`src/rtl/acorn128_pkg.sv`:
```
// Shared types and fixed phase lengths for the ACORN-128 control sequencer.
package acorn128_pkg;

  typedef enum logic [2:0] {
    IDLE    = 3'd0,
    INIT    = 3'd1,
    AD      = 3'd2,
    AD_PAD  = 3'd3,
    ENC     = 3'd4,
    ENC_PAD = 3'd5,
    FIN     = 3'd6
  } phase_e;

  localparam int          CNT_W        = 11;
  localparam logic [10:0] INIT_STEPS   = 11'd1792;
  localparam logic [10:0] PAD_STEPS    = 11'd256;
  localparam logic [10:0] PAD_CA_STEPS = 11'd128;
  localparam logic [10:0] FIN_STEPS    = 11'd768;
  localparam logic [10:0] TAG_BITS     = 11'd128;

  // Counter value on the final step of each fixed-length phase.
  function automatic logic [CNT_W-1:0] last_step(phase_e s);
    case (s)
      INIT:            last_step = INIT_STEPS - 11'd1;
      AD_PAD, ENC_PAD: last_step = PAD_STEPS - 11'd1;
      FIN:             last_step = FIN_STEPS - 11'd1;
      default:         last_step = '1;
    endcase
  endfunction

endpackage

```
`src/rtl/acorn128_ctrl_if.sv`:
```
// Control/stream bundle between the ACORN-128 sequencer and its environment.
// Status ports exist only when ACORN_CTRL_STATUS_EN is defined.
interface acorn128_ctrl_if;
  logic         start;
  logic [127:0] key;
  logic [127:0] iv;
  logic         ad_empty, pt_empty;
  logic         ad_bit, ad_valid, ad_last, ad_ready;
  logic         pt_bit, pt_valid, pt_last, pt_ready;
  logic         ks_bit;
  logic         step_en, ca, cb, mbit;
  logic         ct_bit, ct_valid;
  logic         tag_bit, tag_valid;
  logic         busy, done;
`ifdef ACORN_CTRL_STATUS_EN
  logic [2:0]   phase;
  logic [31:0]  total_steps;
`endif

  modport master (
    input  start, key, iv, ad_empty, pt_empty, ad_bit, ad_valid, ad_last,
           pt_bit, pt_valid, pt_last, ks_bit,
`ifdef ACORN_CTRL_STATUS_EN
    output phase, total_steps,
`endif
    output ad_ready, pt_ready, step_en, ca, cb, mbit, ct_bit, ct_valid,
           tag_bit, tag_valid, busy, done
  );

  modport slave (
    output start, key, iv, ad_empty, pt_empty, ad_bit, ad_valid, ad_last,
           pt_bit, pt_valid, pt_last, ks_bit,
`ifdef ACORN_CTRL_STATUS_EN
    input  phase, total_steps,
`endif
    input  ad_ready, pt_ready, step_en, ca, cb, mbit, ct_bit, ct_valid,
           tag_bit, tag_valid, busy, done
  );
endinterface

```
`src/rtl/acorn128_step_cnt.sv`:
```
// Per-phase step counter; clear has priority so a phase always starts at 0.
module acorn128_step_cnt import acorn128_pkg::*; (
  input  logic             clk,
  input  logic             rst,
  input  logic             clr,
  input  logic             en,
  input  logic [CNT_W-1:0] limit,
  output logic [CNT_W-1:0] cnt,
  output logic             tc
);
  always_ff @(posedge clk) begin
    if (rst || clr) cnt <= '0;
    else if (en)    cnt <= cnt + CNT_W'(1);
  end

  assign tc = (cnt == limit);
endmodule

```
`src/rtl/acorn128_ctrl.sv`:
```
// Bit-serial phase sequencer driving the ACORN-128 state-update datapath.
// Optional status outputs (phase, total_steps) under ACORN_CTRL_STATUS_EN.
module acorn128_ctrl import acorn128_pkg::*; (
  input  logic           clk,
  input  logic           rst,
  acorn128_ctrl_if.master bus
);
  phase_e           state, state_nx;
  logic [127:0]     key_q, iv_q;
  logic             ad_empty_q, pt_empty_q;
  logic [CNT_W-1:0] n;
  logic             tc;
  logic             step_en, ca, cb, mbit, ad_ready, pt_ready;
  logic             ct_bit_q, ct_valid_q, tag_bit_q, tag_valid_q, done_q;
  logic             ct_fire, tag_fire;

  acorn128_step_cnt u_cnt (
    .clk   (clk),
    .rst   (rst),
    .clr   (state_nx != state),
    .en    (step_en),
    .limit (last_step(state)),
    .cnt   (n),
    .tc    (tc)
  );

  always_comb begin
    state_nx = state;
    step_en  = 1'b0;
    ca       = 1'b0;
    cb       = 1'b0;
    mbit     = 1'b0;
    ad_ready = 1'b0;
    pt_ready = 1'b0;
    case (state)
      IDLE: if (bus.start) state_nx = INIT;
      INIT: begin
        step_en = 1'b1;
        ca      = 1'b1;
        cb      = 1'b1;
        // key, then iv, then a flipped key[0], then the key repeated
        if (n < 11'd128)       mbit = key_q[n[6:0]];
        else if (n < 11'd256)  mbit = iv_q[n[6:0]];
        else if (n == 11'd256) mbit = ~key_q[0];
        else                   mbit = key_q[n[6:0]];
        if (tc) state_nx = ad_empty_q ? AD_PAD : AD;
      end
      AD: begin
        ad_ready = 1'b1;
        step_en  = bus.ad_valid;
        mbit     = bus.ad_bit;
        ca       = 1'b1;
        cb       = 1'b1;
        if (bus.ad_valid && bus.ad_last) state_nx = AD_PAD;
      end
      AD_PAD: begin
        step_en = 1'b1;
        mbit    = (n == '0);
        ca      = (n < PAD_CA_STEPS);
        cb      = 1'b1;
        if (tc) state_nx = pt_empty_q ? ENC_PAD : ENC;
      end
      ENC: begin
        pt_ready = 1'b1;
        step_en  = bus.pt_valid;
        mbit     = bus.pt_bit;
        ca       = 1'b1;
        if (bus.pt_valid && bus.pt_last) state_nx = ENC_PAD;
      end
      ENC_PAD: begin
        step_en = 1'b1;
        mbit    = (n == '0);
        ca      = (n < PAD_CA_STEPS);
        if (tc) state_nx = FIN;
      end
      FIN: begin
        step_en = 1'b1;
        ca      = 1'b1;
        cb      = 1'b1;
        if (tc) state_nx = IDLE;
      end
      default: state_nx = IDLE;
    endcase
  end

  assign ct_fire  = (state == ENC) && bus.pt_valid;
  assign tag_fire = (state == FIN) && (n >= FIN_STEPS - TAG_BITS);

  always_ff @(posedge clk) begin
    if (rst) begin
      state       <= IDLE;
      key_q       <= '0;
      iv_q        <= '0;
      ad_empty_q  <= 1'b0;
      pt_empty_q  <= 1'b0;
      ct_bit_q    <= 1'b0;
      ct_valid_q  <= 1'b0;
      tag_bit_q   <= 1'b0;
      tag_valid_q <= 1'b0;
      done_q      <= 1'b0;
    end else begin
      state <= state_nx;
      if (state == IDLE && bus.start) begin
        key_q      <= bus.key;
        iv_q       <= bus.iv;
        ad_empty_q <= bus.ad_empty;
        pt_empty_q <= bus.pt_empty;
      end
      ct_valid_q  <= ct_fire;
      ct_bit_q    <= ct_fire & (bus.pt_bit ^ bus.ks_bit);
      tag_valid_q <= tag_fire;
      tag_bit_q   <= tag_fire & bus.ks_bit;
      done_q      <= (state == FIN) && tc;
    end
  end

  assign bus.step_en   = step_en;
  assign bus.ca        = ca;
  assign bus.cb        = cb;
  assign bus.mbit      = mbit;
  assign bus.ad_ready  = ad_ready;
  assign bus.pt_ready  = pt_ready;
  assign bus.ct_bit    = ct_bit_q;
  assign bus.ct_valid  = ct_valid_q;
  assign bus.tag_bit   = tag_bit_q;
  assign bus.tag_valid = tag_valid_q;
  assign bus.done      = done_q;
  assign bus.busy      = (state != IDLE);

`ifdef ACORN_CTRL_STATUS_EN
  logic [31:0] total_q;

  // Saturating step count since the last accepted start.
  always_ff @(posedge clk) begin
    if (rst)                              total_q <= '0;
    else if (state == IDLE && bus.start)  total_q <= '0;
    else if (step_en && total_q != '1)    total_q <= total_q + 32'd1;
  end

  assign bus.phase       = state;
  assign bus.total_steps = total_q;
`endif
endmodule

```
`src/flat_wrapper.sv`:
```
// flat-port wrapper written by rule: the top's interface ports become plain ports
module acorn128_ctrl_flat import acorn128_pkg::*;
  (clk, rst, bus_start, bus_key, bus_iv, bus_ad_empty, bus_pt_empty, bus_ad_bit, bus_ad_valid, bus_ad_last, bus_pt_bit, bus_pt_valid, bus_pt_last, bus_ks_bit, bus_ad_ready, bus_pt_ready, bus_step_en, bus_ca, bus_cb, bus_mbit, bus_ct_bit, bus_ct_valid, bus_tag_bit, bus_tag_valid, bus_busy, bus_done);
  acorn128_ctrl_if bus_i ();
  input  logic clk;
  input  logic rst;
  input wire logic [$bits(bus_i.start)-1:0] bus_start;
  input wire logic [$bits(bus_i.key)-1:0] bus_key;
  input wire logic [$bits(bus_i.iv)-1:0] bus_iv;
  input wire logic [$bits(bus_i.ad_empty)-1:0] bus_ad_empty;
  input wire logic [$bits(bus_i.pt_empty)-1:0] bus_pt_empty;
  input wire logic [$bits(bus_i.ad_bit)-1:0] bus_ad_bit;
  input wire logic [$bits(bus_i.ad_valid)-1:0] bus_ad_valid;
  input wire logic [$bits(bus_i.ad_last)-1:0] bus_ad_last;
  input wire logic [$bits(bus_i.pt_bit)-1:0] bus_pt_bit;
  input wire logic [$bits(bus_i.pt_valid)-1:0] bus_pt_valid;
  input wire logic [$bits(bus_i.pt_last)-1:0] bus_pt_last;
  input wire logic [$bits(bus_i.ks_bit)-1:0] bus_ks_bit;
  output wire logic [$bits(bus_i.ad_ready)-1:0] bus_ad_ready;
  output wire logic [$bits(bus_i.pt_ready)-1:0] bus_pt_ready;
  output wire logic [$bits(bus_i.step_en)-1:0] bus_step_en;
  output wire logic [$bits(bus_i.ca)-1:0] bus_ca;
  output wire logic [$bits(bus_i.cb)-1:0] bus_cb;
  output wire logic [$bits(bus_i.mbit)-1:0] bus_mbit;
  output wire logic [$bits(bus_i.ct_bit)-1:0] bus_ct_bit;
  output wire logic [$bits(bus_i.ct_valid)-1:0] bus_ct_valid;
  output wire logic [$bits(bus_i.tag_bit)-1:0] bus_tag_bit;
  output wire logic [$bits(bus_i.tag_valid)-1:0] bus_tag_valid;
  output wire logic [$bits(bus_i.busy)-1:0] bus_busy;
  output wire logic [$bits(bus_i.done)-1:0] bus_done;
  assign bus_i.start = bus_start;
  assign bus_i.key = bus_key;
  assign bus_i.iv = bus_iv;
  assign bus_i.ad_empty = bus_ad_empty;
  assign bus_i.pt_empty = bus_pt_empty;
  assign bus_i.ad_bit = bus_ad_bit;
  assign bus_i.ad_valid = bus_ad_valid;
  assign bus_i.ad_last = bus_ad_last;
  assign bus_i.pt_bit = bus_pt_bit;
  assign bus_i.pt_valid = bus_pt_valid;
  assign bus_i.pt_last = bus_pt_last;
  assign bus_i.ks_bit = bus_ks_bit;
  assign bus_ad_ready = bus_i.ad_ready;
  assign bus_pt_ready = bus_i.pt_ready;
  assign bus_step_en = bus_i.step_en;
  assign bus_ca = bus_i.ca;
  assign bus_cb = bus_i.cb;
  assign bus_mbit = bus_i.mbit;
  assign bus_ct_bit = bus_i.ct_bit;
  assign bus_ct_valid = bus_i.ct_valid;
  assign bus_tag_bit = bus_i.tag_bit;
  assign bus_tag_valid = bus_i.tag_valid;
  assign bus_busy = bus_i.busy;
  assign bus_done = bus_i.done;
  acorn128_ctrl u_core (.clk(clk), .rst(rst), .bus(bus_i));
endmodule
```
`config.mk`:
```
export PLATFORM = sky130hd
export DESIGN_NAME = acorn128_ctrl_flat
export DESIGN_NICKNAME = d
export VERILOG_FILES = /design/src/rtl/acorn128_pkg.sv /design/src/rtl/acorn128_ctrl_if.sv /design/src/rtl/acorn128_step_cnt.sv /design/src/rtl/acorn128_ctrl.sv /design/src/flat_wrapper.sv
export SDC_FILE = /design/constraint.sdc
export NUM_CORES = 1
export LEC_CHECK = 0
export CAP_MARGIN = 10
export CORE_MARGIN = 1.5
export CORE_UTILIZATION = 50
export DETAILED_ROUTE_END_ITERATION = 12
export PLACE_DENSITY = 0.8
export SLEW_MARGIN = 20
export SYNTH_ARGS = -nofsm -noshare
export SYNTH_HDL_FRONTEND = slang
export SYNTH_SLANG_ARGS = --single-unit
export TNS_END_PERCENT = 100
```
`constraint.sdc`:
```
create_clock -name clk -period 3.2 [get_ports clk]
set_input_delay 0.64 -clock clk [delete_from_list [all_inputs] [get_ports clk]]
set_output_delay 0.64 -clock clk [all_outputs]
set_load 0.05 [all_outputs]
```
==> impl_metrics.csv, run 1 <==
group,metric,value,unit
floorplanning,die_y,159,um
sta,setup-violations-final,1,
placement,finalWeightedCongestion,0.894,
worst_setup_path,worst_setup_path_startpoint,"u_core.u_cnt.cnt[0]",
sta,max-slew-margin-rel,0.539,
worst_setup_path,worst_setup_path_end_kind,"primary output",
route,drcViolationCount,0,
clock_network,tritoncts_num_sinks,277,
sta,final.setup.worst_slack,-465,ps
logic_synthesis,number_of_synthesized_flops_with_an_enable_pin,0,
worst_setup_path,ff_to_ff_end,"u_core.u_cnt.cnt[5]",
worst_setup_path,worstSetupPathType,"register to primary output",
grt,via_count_of_the_first_global_routing_pass,11000,
logic_synthesis,synth_top_family_by_area,"simple AND/OR/NAND/NOR gates",
sta,grt_setup_unrepaired,"true",
logic_synthesis,synth.cell_area,12200,um2
pwr,leakage,6.05,nW
worst_setup_path,path_common_cell,"sky130_fd_sc_hd__buf_12",
grt,grt_util_all_layers,0.277,
logic_synthesis,yosys-mux-area-fraction,0.132,
clock_network,clk_transition_reported_paths,70,ps
layout,drive_gt1_frac,0.112,
route,final_antenna_net_count,0,
grt,grt_antenna_before_repair,1,
min_path,hp-class,"register to register",
layout,num-fill-cells,1865,
logic_synthesis,asyncSetResetFlopFracSynth,0,
logic_synthesis,syn_inst,1465,
min_path,worstHoldStart,"u_core.key_q[82]",
layout,fin_area,16600,um2
floorplanning,core_region_area,23700,um2
clock_network,tritoncts_clock_tree,"yes",
sta,clock-skew-final,9.48,ps
worst_setup_path,crit_path_cell_trace,"buf_12 -> buf_12 -> mux4_2 -> mux2i_2 -> a22oi_1 -> a311o_1 -> o211ai_2 -> o211ai_1 -> buf_4",
logic_synthesis,synth-simple-area-share,0.209,
logic_synthesis,synth.distinct_cells,53,
sta,finalHoldWorstSlack,451,ps
logic_synthesis,ys.flop_type,"sky130_fd_sc_hd__dfxtp_1",
sta,min_period_over_period,1.15,
logic_synthesis,synth-xor-area-share,0.0108,
grt,grt_max_degree,142,
worst_setup_path,worst_reg2reg_path_depth,8,
route,dr_total_vias,11400,
floorplanning,std_cell_rows,56,
min_path,hold_path_end,"u_core.key_q[82]",
job,maxCapViolations,0,
floorplanning,io_pins,280,
route,drt_pre_antenna_iters,6,
sta,finalCriticalPeriod,3660,ps
clock_network,cts_root_buffer,"sky130_fd_sc_hd__clkbuf_16",
outcome,violations,"setup timing",
logic_synthesis,yosys.area_share.adder,0.00288,
clock_network,h-tree-depth,1,
route,final_routed_wirelength_across_all_metal_layers,36.1,mm
worst_setup_path,cp-start-kind,"register",
layout,syn2layout_area_growth,36.1,%
placement,portBuffers,279,
logic_synthesis,synth_fp_nets,1735,
floorplanning,die_area,25300,um2
floorplanning,floorplan.die.width,159,um
placement,placed_area,15300,um2
sta,hold_viol,0,
pwr,peakVddDrop,0.376,mV
worst_setup_path,arrival,3020,ps
logic_synthesis,postSynthAreaPerCell,8.31,um2
worst_setup_path,cp.required,2560,ps
clock_network,cts_hold_buf,0,
route,avgRoutedWirePerCell,17.6,um
sta,worst_slew_pin_slew,674,ps
route,drt_iter0_drc,868,
outcome,status,"complete, but fails checks",
clock_network,clock_path_buffers,3,
worst_setup_path,ff2ff_setup_slack,510,ps
min_path,min_path_cells,2,
worst_setup_path,slowest_cell_delay_on_critical_path,490,ps
pwr,cellPowerDensity,516,nW/um2
placement,dpl.cell_count,1981,
grt,grt_pass1_wl,56.8,mm
worst_setup_path,critPathMaxFanout,8,
logic_synthesis,compound_gate_fraction_of_synth_area,0.143,
layout,finalNetCount,1981,
grt,global_route_congestion_overflow_total,0,
sta,fmax,273,MHz
logic_synthesis,ys_seq_elements,277,
pwr,power,8.55,mW
logic_synthesis,yosysWarningCount,0,
floorplanning,floorplan.initialDensity,0.514,
worst_setup_path,worst_reg2reg_startpoint,"u_core.u_cnt.cnt[0]",
clock_network,insertion_delay,530,ps
layout,final_cells,2051,
worst_setup_path,critical_path.slowest_cell,"sky130_fd_sc_hd__mux4_2",
logic_synthesis,synth_sequential_area_ratio,0.455,
clock_network,tritoncts.num_buffers,27,
route,vias_per_cell,5.56,
sta,timing.final.max_slew_violations,0,
sta,total_neg_setup_slack,-465,ps
placement,dp_hpwl,24.9,mm
## routing by layer
metal / up-vias / part of all wire / wire [um] / global-route usage
li1: 5463 / - / - / -
met1: 5379 / 0.41 / 14800 / 0.361
met2: 487 / 0.49 / 17500 / 0.468
met3: 74 / 0.072 / 2610 / 0.0435
met4: 0 / 0.031 / 1120 / 0.0982
met5: - / 0 / 0 / 0
## cell usage after synthesis (all sizes together), types with 3 or more instances
master,n,area share
a211o,3,0.0022
a21oi,269,0.11
a22o,5,0.0036
a22oi,11,0.0068
a31oi,4,0.0021
and2,5,0.0026
and3,3,0.0015
buf,44,0.020
clkbuf,80,0.025
dfxtp,277,0.46
inv,8,0.0025
mux2,7,0.0065
mux2i,24,0.020
mux4,56,0.11
nand2,541,0.17
nand3,15,0.0062
nand4,6,0.0031
nor2,20,0.0062
nor2b,14,0.0072
nor3,3,0.0012
nor3b,3,0.0018
nor4,13,0.0067
nor4b,3,0.0022
o21ai,8,0.0033
xnor2,10,0.0072
xor2,5,0.0036
## through the flow
stage / utilization / setup WS, ps
CTS: 0.696 / -487
floorplan: - / 100
detailed placement: 0.647 / -126
global placement: 0.647 / -61.6
finish: 0.700 / -465
global route: 0.700 / -475
## area by class of cell
type / instances / area [um2] / share of cell area
diodes: 1 / 2.50 / 0.000151
flip-flops and latches: 277 / 5560 / 0.335
inverters: 8 / 30.0 / 0.00181
multi-input cells: 1056 / 6140 / 0.370
clock inverters: 8 / 103 / 0.00619
clock buffers: 41 / 810 / 0.0488
well taps: 319 / 399 / 0.0241
repair buffers: 341 / 3540 / 0.213
## repair_timing
| action | in CTS | in global routing |
|---|---|---|
| gates resized for setup | 20 | 21 |
| pin swaps | 6 | 10 |
| cloned | 2 | 0 |
| setup buffers | 14 | 6 |
| endpoints found under the setup margin | 3 | 3 |
## how the worst max path moves through the flow
stage | end | slack, ps
3_5_place_dp | bus_mbit | -130
2_1_floorplan | bus_mbit | 100
4_1_cts | bus_mbit | -490
5_1_grt | bus_mbit | -480
6_report | bus_mbit | -460
3_3_place_gp | bus_mbit | -60
## kinds of logic (layout without fill, tap and decap cells)
logic type               count (synthesis)  after routing
buffers and inverters                  132            398
AND/OR/NAND/NOR                        631            631
XOR/XNOR                                15             15
adder cells (fa/ha/maj)                  3              3
multiplexers                            87             87
AO/OA/AOI/OAI                          320            320
flip-flops                             277            277
other                                    0              1
## report_power, final
group          internal, mW  switching, mW
clock network          1.91           1.33
logic                 0.746          0.714
registers              3.70          0.158
## worst max-delay path: cells and delay by family, from the launching register on
kind / cells / cell delay (ps)
AOI/OAI and AO/OA: 4 / 770
buffers and inverters: 3 / 540
muxes: 2 / 700
DFF: 1 / 480
## layout by cell type (no fill, tap or decap), types with 10 or more instances in the layout
| cell | instances |
|---|---|
| sky130_fd_sc_hd__buf_4 | 40 |
| sky130_fd_sc_hd__dfxtp_1 | 272 |
| sky130_fd_sc_hd__a21oi_1 | 268 |
| sky130_fd_sc_hd__buf_12 | 18 |
| sky130_fd_sc_hd__nand2_1 | 540 |
| sky130_fd_sc_hd__mux4_2 | 53 |
| sky130_fd_sc_hd__nor2b_1 | 13 |
| sky130_fd_sc_hd__nor2_1 | 19 |
| sky130_fd_sc_hd__mux2i_1 | 21 |
| sky130_fd_sc_hd__nand3_1 | 15 |
| sky130_fd_sc_hd__clkbuf_16 | 28 |
| sky130_fd_sc_hd__nor4_1 | 11 |
| sky130_fd_sc_hd__clkdlybuf4s50_1 | 274 |
| sky130_fd_sc_hd__xnor2_1 | 10 |
## sequential cells by signal (all words and copies together), names as in the netlist, 3 cells and up
name	flops
u_core.iv_q	128
u_core.key_q	128
u_core.u_cnt.cnt	11
u_core.state	3
No activity file was read; power rests on OpenSTA's default activity.
==> run 2, diff against run 1 <==
SETUP_SLACK_MARGIN = 0.3   (was default)
==> impl_metrics.csv, run 2 (synthesis gave the netlist of run 1 again) <==
group,metric,value,unit
outcome,status,"complete, but fails checks",
outcome,violations,"setup timing",
grt,globalRoute.busiestLayer,"met2",
sta,clock-skew-final,9.46,ps
route,drcViolationCount,0,
sta,setup-violations-final,1,
placement,portBuffers,279,
clock_network,tritoncts_num_sinks,277,
layout,syn2layout_area_growth,34.7,%
route,drt_iter0_drc,766,
placement,dp_hpwl,24.9,mm
layout,final_common_cell,"sky130_fd_sc_hd__nand2_1",
worst_setup_path,cp-start-kind,"register",
grt,grt_max_degree,139,
sta,worst_slew_pin_slew,747,ps
min_path,worstHoldStart,"u_core.iv_q[22]",
layout,post-route-util,0.693,
sta,grt_setup_unrepaired,"true",
sta,max-slew-margin-rel,0.502,
clock_network,tritoncts.num_buffers,28,
clock_network,cts_root_buffer,"sky130_fd_sc_hd__clkbuf_16",
route,final_routed_wirelength_across_all_metal_layers,36.0,mm
layout,commonest_non_fill_non_tap_cells_in_the_layout,"540 x sky130_fd_sc_hd__nand2_1, 272 x sky130_fd_sc_hd__clkdlybuf4s50_1, 272 x sky130_fd_sc_hd__dfxtp_1, 269 x sky130_fd_sc_hd__a21oi_1, 51 x sky130_fd_sc_hd__mux4_2",
grt,global_route_congestion_overflow_total,0,
floorplanning,floorplan.initialDensity,0.514,
layout,fin_area,16400,um2
worst_setup_path,worst_reg2reg_path_depth,6,
grt,grt_pass1_wl,56.8,mm
sta,fmax,279,MHz
pwr,peakVddDrop,0.335,mV
worst_setup_path,cp.required,2560,ps
sta,finalCriticalPeriod,3590,ps
clock_network,clock_path_buffers,3,
min_path,hp-class,"register to register",
pwr,cellPowerDensity,519,nW/um2
clock_network,h-tree-depth,1,
layout,finalNetCount,1969,
route,vias_per_cell,5.54,
worst_setup_path,worstSetupPathType,"register to primary output",
worst_setup_path,ff_to_ff_end,"u_core.u_cnt.cnt[1]",
clock_network,clk_transition_reported_paths,60,ps
min_path,min_path_cells,2,
sta,timing.final.max_slew_violations,0,
clock_network,tritoncts_clock_tree,"yes",
grt,gr-usage-met3,0.0412,
layout,num-fill-cells,1878,
worst_setup_path,worst_reg2reg_startpoint,"u_core.u_cnt.cnt[3]",
sta,final.setup.worst_slack,-390,ps
grt,via_count_of_the_first_global_routing_pass,11100,
floorplanning,die_y,159,um
grt,grtUsageMet1,0.346,
pwr,leakage,6.00,nW
placement,finalWeightedCongestion,0.869,
floorplanning,std_cell_rows,56,
layout,multi_input_combinational_cell_area,6110,um2
worst_setup_path,ff2ff_setup_slack,540,ps
grt,grt_antenna_before_repair,1,
grt,grt_util_all_layers,0.274,
worst_setup_path,critPathMaxFanout,5,
floorplanning,die_area,25300,um2
worst_setup_path,worst_setup_path_end_kind,"primary output",
floorplanning,io_pins,280,
route,avgRoutedWirePerCell,17.6,um
worst_setup_path,arrival,2950,ps
clock_network,insertion_delay,540,ps
sta,min_period_over_period,1.12,
sta,hold_viol,0,
layout,largestRegisters,"u_core.iv_q x128, u_core.key_q x128, u_core.u_cnt.cnt x11",
min_path,hold_path_end,"u_core.iv_q[22]",
grt,grtUsageMet2,0.474,
layout,drive_gt1_frac,0.105,
layout,ff_latch_area,5560,um2
job,maxCapViolations,0,
route,dr_total_vias,11300,
floorplanning,core_region_area,23700,um2
floorplanning,floorplan.die.width,159,um
route,drt_pre_antenna_iters,8,
placement,placed_area,15300,um2
route,final_antenna_net_count,0,
## run 2: worst max-delay path, stage by stage, from the launching register on
cell and delay [ps]:
sky130_fd_sc_hd__dfxtp_4 410, sky130_fd_sc_hd__buf_12 120, sky130_fd_sc_hd__mux4_2 490, sky130_fd_sc_hd__mux2_2 280, sky130_fd_sc_hd__a221o_1 350, sky130_fd_sc_hd__a311o_1 300
sky130_fd_sc_hd__o211ai_2 60, sky130_fd_sc_hd__o211ai_1 160, sky130_fd_sc_hd__buf_4 240
## run 2: repair_timing
| item | in CTS | in global routing |
|---|---|---|
| gates resized for setup | 19 | 10 |
| endpoints found under the setup margin | 6 | 14 |
| pin swaps | 0 | 1 |
| buffers inserted | 7 | 1 |
| hold buffers | 0 | 0 |
| cloned | 1 | 1 |
## run 2: cell type report
class                      count  share of cell area
timing repair buffer         328               0.206
tap                          319              0.0243
clock buffer                  38              0.0506
multi-input combinational   1056               0.373
clock inverter                13             0.00580
sequential                   277               0.339
antenna                        1            0.000153
inverter                       8             0.00198
## run 2: per-stage QoR
stage | setup TNS, ps | hold slack, ps | total power, mW | worst slack, ps | instances
floorplan | 0 | 432 | 4.68 | 270 | 1465
global placement | 0 | 438 | 5.26 | 34.1 | 1978
detailed placement | -16.8 | 445 | 5.30 | -16.8 | 1978
CTS | -379 | 453 | 8.52 | -379 | 2037
global route | -431 | 467 | 8.84 | -431 | 2040
finish | -390 | 452 | 8.52 | -390 | 2040
## run 2: worst max path at each step
stage                        startpoint  endpoint  cells after the start
floorplan           u_core.u_cnt.cnt[1]  bus_mbit                      7
global placement    u_core.u_cnt.cnt[0]  bus_mbit                      8
detailed placement  u_core.u_cnt.cnt[0]  bus_mbit                      8
CTS                 u_core.u_cnt.cnt[1]  bus_mbit                      8
global route        u_core.u_cnt.cnt[1]  bus_mbit                      8
finish              u_core.u_cnt.cnt[1]  bus_mbit                      8
## run 2: power by group
group / leakage [nW] / switching [mW] / internal (mW)
clock network: 0.472 / 1.35 / 1.89
logic: 3.26 / 0.710 / 0.712
registers: 2.27 / 0.155 / 3.70
total: 6.00 / 2.21 / 6.30
## run 2: per-layer routing
layer  up-vias  wire length (um)
li1       5430                 -
met1      5356             14800
met2       437             17700
met3        82              2280
met4         0              1230
met5         -                 0
==> run 3, diff against run 2 <==
CAP_MARGIN = default   (was 10)
==> results of run 3 <==
The final DEF is identical to that of run 2; final timing and power are the same.
